### config.mk
export PLATFORM = sky130hd
export DESIGN_NAME = gray_code_counter
export DESIGN_NICKNAME = d
export VERILOG_FILES = /design/src/rtl/gray_code_counter.sv
export SDC_FILE = /design/constraint.sdc
export NUM_CORES = 1
export LEC_CHECK = 0
export CAP_MARGIN = 20
export CORE_MARGIN = 1.5
export CORE_UTILIZATION = 35
export DETAILED_ROUTE_END_ITERATION = 16
export PLACE_DENSITY = 0.66
export SYNTH_ARGS = -nofsm -noshare
export SYNTH_HDL_FRONTEND = slang
export SYNTH_SLANG_ARGS = --single-unit
### constraint.sdc
create_clock -name clk -period 3.2 [get_ports clk]
set_clock_uncertainty 0.05 [all_clocks]
set_input_delay 0.64 -clock clk [delete_from_list [all_inputs] [get_ports clk]]
set_output_delay 0.64 -clock clk [all_outputs]
set_load 0.005 [all_outputs]
### src/rtl/gray_code_counter.sv
// gray_code_counter: binary counter with Gray-coded output, IDLE/RUN/DONE control and valid/ready stepping.
// Optional down-counting (port dn) is enabled by defining GRAY_CNT_DOWN_EN.
module gray_code_counter #(
    parameter int WIDTH = 8,
    parameter bit WRAP  = 1'b1
) (
    input  logic             clk,
    input  logic             rst,
    input  logic             start,
    input  logic             stop,
    input  logic             ld,
    input  logic [WIDTH-1:0] ld_gray,
`ifdef GRAY_CNT_DOWN_EN
    input  logic             dn,
`endif
    input  logic             ready,
    output logic [WIDTH-1:0] gray_out,
    output logic             valid,
    output logic             tc,
    output logic             busy
);
    typedef enum logic [1:0] {IDLE, RUN, DONE} state_t;
    state_t           state_q;
    logic [WIDTH-1:0] bin_q;
    logic [WIDTH-1:0] ld_bin;
    logic             down;
    logic             at_term;
`ifdef GRAY_CNT_DOWN_EN
    assign down = dn;
`else
    assign down = 1'b0;
`endif
    always_comb begin
        ld_bin = ld_gray;
        for (int i = WIDTH - 2; i >= 0; i--) ld_bin[i] = ld_gray[i] ^ ld_bin[i+1];
    end
    assign at_term  = bin_q == (down ? {WIDTH{1'b0}} : {WIDTH{1'b1}});
    assign gray_out = bin_q ^ (bin_q >> 1);
    assign valid    = state_q == RUN;
    assign busy     = state_q != IDLE;
    assign tc       = busy && at_term;
    // A load always wins over a step; only a DONE-state load alters the FSM.
    always_ff @(posedge clk or posedge rst) begin
        if (rst) begin
            state_q <= IDLE;
            bin_q   <= '0;
        end else begin
            if (ld) bin_q <= ld_bin;
            case (state_q)
                IDLE: if (start && !stop) state_q <= RUN;
                RUN: begin
                    if (stop) state_q <= IDLE;
                    else if (!ld && ready) begin
                        if (at_term && !WRAP) state_q <= DONE;
                        else bin_q <= down ? bin_q - WIDTH'(1) : bin_q + WIDTH'(1);
                    end
                end
                DONE: begin
                    if (ld || stop) state_q <= IDLE;
                    else if (start) begin
                        state_q <= RUN;
                        bin_q   <= down ? {WIDTH{1'b1}} : {WIDTH{1'b0}};
                    end
                end
                default: state_q <= IDLE;
            endcase
        end
    end
endmodule

**After elaboration in Yosys (flattened, before gate mapping)**

Index checks and enable logic that the tools add are counted.

- Flip-flop bits (word level): 10
- Input port bits: 14
- Output and inout port bits: 11
- Word-level logic and storage cells: 37

- Add/subtract/negate cells: 1
- Eq/ne operators: 6
- Multiplexer cells: 11
- Bitwise gates (word level): 8
- Reduce and logical (&&, ||, !) cells: 9

Operators with widths:

| operator | count |
|---|---|
| 8-bit 2-to-1 mux | 5 |
| 8-bit case mux with 2 select lines | 1 |
| 8-bit by 1-bit adder with 8-bit output (second input constant) | 1 |
| 8-bit == test (second input constant) | 1 |
| 2-bit 2-to-1 mux | 4 |
| 8-bit by 7-bit bitwise XOR with 8-bit output | 1 |
| 1-bit bitwise XOR | 7 |
| 2-bit case mux with 3 select lines | 1 |
| 2-bit inequality test (second input constant) | 2 |
| 1-bit logical AND | 3 |
| 3-bit inequality test (second input constant) | 1 |
| 3-bit AND reduction | 1 |
| 2-bit by 1-bit == test with 1-bit output (second input constant) | 1 |
| 2-bit == test (second input constant) | 1 |
| 1-bit zero test | 2 |
| 2-bit zero test | 1 |
| 2-bit nonzero test | 1 |
| 1-bit logical OR | 1 |

**Logic depth before layout (Yosys ltp)**

Gate-level depths: netlist of run 1.

- Word-level depth: 11
- Gate-level depth with buffers: 5
- Gate-level depth less buffers: 5

**Worst setup path before layout of run 1**

OpenSTA, ideal clock, no wires.

- Path kind: input to register
- From: in ld_gray[5]
- To: reg bin_q[0]
- Setup time: 0.135 ns
- Arrival: 1.586 ns
- Setup slack: 1.429 ns
- Stages: 4
- Cells stage by stage: xnor3_1 xnor3_2 xnor2_1 a21oi_1

- Cells in the longest elaborated chain, start to end: 10

RTL lines:

| item | line | text |
|---|---|---|
| start: declaration | 12 | `input logic [WIDTH-1:0] ld_gray,` |
| 1-bit bitwise XOR * (6 in a row) | 35 | `for (int i = WIDTH - 2; i >= 0; i--) ld_bin[i] = ld_gray[i] ^ ld_bin[i+1];` |
| 8-bit 2-to-1 mux * | 48 | `if (ld) bin_q <= ld_bin;` |
| 8-bit 2-to-1 mux, on equally long branches | 60, 53 |  |
| 8-bit 2-to-1 mux, on equally long branches | 59, 52 |  |
| 8-bit case mux with 2 select lines * | 49 | `case (state_q)` |
| end signal: assignment | 48 |  |
| end signal: assignment | 55 | `else bin_q <= down ? bin_q - WIDTH'(1) : bin_q + WIDTH'(1);` |
| end signal: assignment | 62 | `bin_q <= down ? {WIDTH{1'b1}} : {WIDTH{1'b0}};` |
| end: declaration | 24 | `logic [WIDTH-1:0] bin_q;` |

Every way passes the cells marked *; elsewhere a longest branch is shown, timed or not.
A chain may end at the register's enable or synchronous reset.

**Final worst setup path of run 1**

- From: reg bin_q[0]
- To: out tc

- Cells in the longest elaborated chain, start to end: 2

RTL lines:

| item | line | text |
|---|---|---|
| 8-bit == test | 37 | `assign at_term = bin_q == (down ? {WIDTH{1'b0}} : {WIDTH{1'b1}});` |
| 1-bit logical AND | 41 | `assign tc = busy && at_term;` |
| end: declaration | 19 | `output logic tc,` |

Every way passes these cells.

==> impl_metrics.json, run 1 <==
{
  "status": "completed",
  "period_share_pct": 73.0,
  "synth_seq_cells": 9,
  "clock_latency_ns": 0.26,
  "die_h_microns": 46.3,
  "clock-sinks": 9,
  "ir_drop_uv": 411,
  "overflow": 0,
  "drt_drc_violations_left": 0,
  "core_sq_um": 1750,
  "period_minus_slack_ns": 2.34,
  "grt_pass1_wl_microns": 2110,
  "start_util_pct": 37.6,
  "tightest_slew_ns": 0.485,
  "cts_buffer_depth": 2,
  "synth-seq-area-share_pct": 34.4,
  "syn_area_per_cell_sq_um": 10.2,
  "ys_warn_count": 0,
  "p_per_area_nw_per_um2": 549,
  "nets": 110,
  "synth_fp_nets": 85,
  "setup_viol": 0,
  "end_kind": "output pin",
  "synth_top_family_by_area": "XOR/XNOR gates",
  "final_util_pct": 53.3,
  "path_clk_slew_ns": 0.07,
  "antenna_found_initial": 0,
  "fin_tns_setup_ns": 0,
  "htree_levels": 1,
  "synthesis.area_sq_um": 656,
  "power_w": 0.000511,
  "cts_root_buf": "clkbuf_4",
  "final_layout_size_suffix_gt1_share_pct": 4.55,
  "antennaDiodeCount": 0,
  "holdWs_ns": 0.514,
  "cap_violations": 0,
  "via_per_inst": 4.58,
  "synth_cell_type_count": 18,
  "drt-total-wl_microns": 1350,
  "syn2layout_area_growth_pct": 42.0,
  "grt_use_total_pct": 14.6,
  "arrival_ns": 1.65,
  "rsz0062_at_grt": "no",
  "start_kind": "flip-flop",
  "yosys.area_share.adder_pct": 13.4,
  "ant_nets": 0,
  "pin_count": 25,
  "first_pass_iters": 4,
  "cts_buffers": 3,
  "hold_viol": 0,
  "drt_iter0_drc": 7,
  "max_freq_mhz": 428,
  "crit_required_ns": 2.51,
  "vias": 517,
  "synthSimpleGateAreaFrac_pct": 12.6,
  "drv_slew": 0,
  "cts_resized": 0,
  "synth_compound_area_share_pct": 3.82,
  "hpwlAfterDp_microns": 1060,
  "wl_per_cell_microns": 11.9,
  "grt_max_degree": 14,
  "globalplace.congestion": 0.752,
  "hold_class": "reg2reg",
  "power_leakage_nw": 0.409,
  "num_rows": 15,
  "io_buffers": 24,
  "die_x_microns": 46.3,
  "cts_setup_buffers": 0,
  "grt_pass1_vias": 508,
  "path_max_fanout": 4,
  "muxShareOfSynthArea_pct": 6.11,
  "ctsHoldBuffers": 0,
  "slew_headroom_pct": 67.5,
  "die-area_sq_um": 2140,
  "cts_tree": "done",
  "path_class": "reg2out",
  "synthXorXnorAreaFrac_pct": 25.8,
  "synthCells": 64
}
-- critical path, cell delays in order (launching register included) --
cell             delay [ns]
dfrtp_1                0.43
ha_1                   0.24
nand3_1                0.10
nor2_1                 0.11
clkdlybuf4s50_1        0.50
-- Yosys cell counts, drive strengths merged --
cell	number	area, sq um
xor2	10	87.6
dfrtp	9	225
ha	7	87.6
nand2	7	26.3
mux2i	4	40.0
nand3	4	20.0
nor2	4	15.0
o21ai	4	20.0
xnor2	4	35.0
buf	2	15.0
clkbuf	2	7.51
xnor3	2	46.3
a21oi	1	5.00
and3	1	6.26
and3b	1	8.76
inv	1	3.75
nand4	1	6.26
-- state kept, by name (all words and copies together), names as in the netlist --
register  flops
state_q       1
bin_q         8
-- cells by family after synthesis --
kind of cell	count (synthesis)
adders and majority gates	7
DFF	9
xor gates and xnor gates	16
AOI/OAI and AO/OA	5
muxes	4
buffers and inverters	5
and+or+nand+nor	18
-- routing by layer --
metal	global-route usage (%)	part of all wire, %
met5	0	0
met4	5.14	0
met3	5.49	6.8
met2	22.8	49
met1	18.2	45
-- cells in the final DEF, fill, tap and decap left out --
cell,synthesis,final
clkbuf_4,0,3
xnor3_1,1,1
clkbuf_1,2,1
nand2_1,7,7
mux2i_1,4,4
o21ai_0,4,4
a21oi_1,1,1
inv_1,1,1
nand4_1,1,1
xnor2_1,4,4
clkdlybuf4s50_1,0,24
and3b_1,1,1
nor2_1,4,4
xnor3_2,1,1
nand3_1,4,4
ha_1,7,7
and3_1,1,1
dfrtp_1,9,9
xor2_1,10,10
-- report_power, final --
group	leakage (nW)	total (W)	switching, W	internal (W)
Sequential	0.107	0.000172	0.0000313	0.000140
Clock	0.0150	0.0000917	0.0000435	0.0000482
Combinational	0.286	0.000247	0.0000895	0.000158
Total	0.409	0.000511	0.000164	0.000347
-- area by class of cell --
cell class              instances  area, sq um
fillers                       176          815
multi-input cells              50          404
repair buffers                 24          240
flip-flops and latches          9          225
well taps                      25         31.3
clock buffers                   4         26.3
inverters                       1         3.75
-- metrics by stage --
step,area (sq um),worst slack [ns],std cells
floorplan,656,1.43,64
global placement,905,0.894,109
detailed placement,905,0.863,109
CTS,931,0.845,113
global route,931,0.749,113
finish,931,0.863,113
-- worst paths after layout --
path	to	from	slack, ns	cells after the start
worst max-delay path	tc	bin_q[0]$_DFF_PP0_	0.86	4
worst min-delay path	state_q[0]$_DFFE_PP0P_	state_q[0]$_DFFE_PP0P_	0.51	2
worst max register to register	bin_q[6]$_DFF_PP0_	state_q[0]$_DFFE_PP0P_	1.84	4
worst min register to register	state_q[0]$_DFFE_PP0P_	state_q[0]$_DFFE_PP0P_	0.51	2
max in group asynchronous	bin_q[4]$_DFF_PP0_	rst	2.20	2
min in group asynchronous	state_q[0]$_DFFE_PP0P_	rst	0.61	2
No activity file was read; power rests on OpenSTA's default activity.
==> inputs of run 2 (changes only) <==
- PLACE_DENSITY: 0.66 -> 0.69
- clock period: 3.2 -> 2.1 ns (I/O delays scaled with it)
==> impl_metrics.json, run 2 (synthesis gave the netlist of run 1 again) <==
{
  "status": "completed",
  "path_class": "reg2out",
  "antennaDiodeCount": 0,
  "overflow": 0,
  "wl_per_cell_microns": 11.3,
  "drt_drc_violations_left": 0,
  "clkPwrFrac_pct": 15.7,
  "fin_cells": 119,
  "num_rows": 15,
  "end_kind": "output pin",
  "grt_pass1_wl_microns": 2220,
  "crit_chain": "buf_4 > ha_1 > clkdlybuf4s50_1",
  "crit_required_ns": 1.63,
  "p_per_area_nw_per_um2": 854,
  "grt_max_degree": 14,
  "io_buffers": 24,
  "cts_buffers": 3,
  "cpPeakStageDelay_ns": 0.48,
  "max_freq_mhz": 498,
  "via_per_inst": 4.71,
  "die_x_microns": 46.3,
  "period_minus_slack_ns": 2.01,
  "dp_cells": 110,
  "rsz0062_at_grt": "no",
  "antenna_found_initial": 0,
  "top_register": "bin_q",
  "path_buf_inv": 2,
  "hold_viol": 0,
  "largest_reg_flops": 8,
  "path_delay_family": "buffers and inverters",
  "final_common_cell": "clkdlybuf4s50_1",
  "final_layout_size_suffix_gt1_share_pct": 12.8,
  "drt-total-wl_microns": 1340,
  "path_clk_slew_ns": 0.06,
  "arrival_ns": 1.54,
  "reg_top3": "bin_q x8, state_q x1",
  "cts_tree": "done",
  "power_leakage_nw": 0.436,
  "p_int_w": 0.000583,
  "drv_slew": 0,
  "fin_tns_setup_ns": 0,
  "clock-sinks": 9,
  "vias": 561,
  "cts_buffer_depth": 2,
  "grt_use_total_pct": 15.1,
  "nets": 116,
  "setup_viol": 0,
  "first_pass_iters": 2,
  "slew_headroom_pct": 68.5,
  "start_util_pct": 37.6,
  "start_kind": "flip-flop",
  "htree_levels": 1,
  "pin_count": 25,
  "cap_violations": 0,
  "drt_iter0_drc": 7,
  "hold_class": "in2async",
  "core_sq_um": 1750,
  "die-area_sq_um": 2140,
  "clock_latency_ns": 0.25,
  "pwr-share-comb_pct": 53.7,
  "path_max_fanout": 3,
  "pwr-share-seq_pct": 30.5,
  "ir_drop_uv": 712,
  "period_share_pct": 95.6,
  "die_h_microns": 46.3,
  "slowest_stage": "clkdlybuf4s50_1",
  "final_cell_mix": "clkdlybuf4s50_1 (24), xor2_1 (10), dfrtp_1 (9)",
  "ant_nets": 0,
  "switching_share_pct": 31.1,
  "cts_root_buf": "clkbuf_4",
  "grt_pass1_vias": 527,
  "tightest_slew_ns": 0.471,
  "switchingPower_w": 0.000263,
  "globalplace.congestion": 0.744,
  "hpwlAfterDp_microns": 1050,
  "holdWs_ns": 0.392,
  "syn2layout_area_growth_pct": 51.1,
  "fillCellCount": 163
}
[run 2: changes by cell type in the layout (fill, tap and decap cells not counted), sizes merged]
cell  change
buf       +6
[run 2: per-layer routing]
metal / GRT usage (%) / wire length [microns] / vias up
li1: - / - / 275
met1: 18.5 / 589 / 264
met2: 25.0 / 671 / 20
met3: 4.71 / 77 / 2
met4: 5.14 / 4 / 0
met5: 0 / 0 / -
[run 2: path summary, 6_finish.rpt]
path | cells after the start | end | slack [ns] | start
setup / recovery | 3 | gray_out[3] | 0.09 | bin_q[3]$_DFF_PP0_
hold / removal | 2 | bin_q[6]$_DFF_PP0_ | 0.39 | rst
setup reg to reg | 6 | bin_q[5]$_DFF_PP0_ | 0.65 | bin_q[3]$_DFF_PP0_
hold reg to reg | 2 | state_q[0]$_DFFE_PP0P_ | 0.51 | state_q[0]$_DFFE_PP0P_
max in group asynchronous | 2 | bin_q[2]$_DFF_PP0_ | 1.34 | rst
min in group clk | 2 | state_q[0]$_DFFE_PP0P_ | 0.51 | state_q[0]$_DFFE_PP0P_
[run 2: power groups by stage]
stage	Sequential, W	Combinational [W]	Clock, W
floorplan	0.000250	0.000192	0
global placement	0.000262	0.000378	0
detailed placement	0.000264	0.000385	0
CTS	0.000256	0.000405	0.000137
global route	0.000262	0.000502	0.000149
finish	0.000258	0.000455	0.000133
[run 2: final cells by class]
type | instances | area [sq um] | area share [%]
repair buffers | 30 | 285 | 28.8
inverters | 1 | 3.75 | 0.379
flip-flops and latches | 9 | 225 | 22.7
well taps | 25 | 31.3 | 3.16
multi-input cells | 50 | 419 | 42.3
clock buffers | 4 | 26.3 | 2.65
[run 2: per-stage QoR]
| step | util (%) | setup WS [ns] | cell area (sq um) | total power (W) |
|---|---|---|---|---|
| 2_1_floorplan | - | 0.549 | 656 | 0.000442 |
| 3_3_place_gp | 52.3 | 0.0744 | 912 | 0.000640 |
| 3_5_place_dp | 52.3 | 0.0313 | 912 | 0.000649 |
| 4_1_cts | 54.2 | 0.0452 | 946 | 0.000799 |
| 5_1_grt | 56.8 | 0.000844 | 991 | 0.000914 |
| 6_report | 56.8 | 0.0927 | 991 | 0.000846 |
[run 2: what timing repair did]
action,4_1_cts,5_1_grt
buffers inserted,1,4
gates cloned,0,0
gates resized for setup,0,3
setup endpoints to repair,1,1
hold buffers,0,0
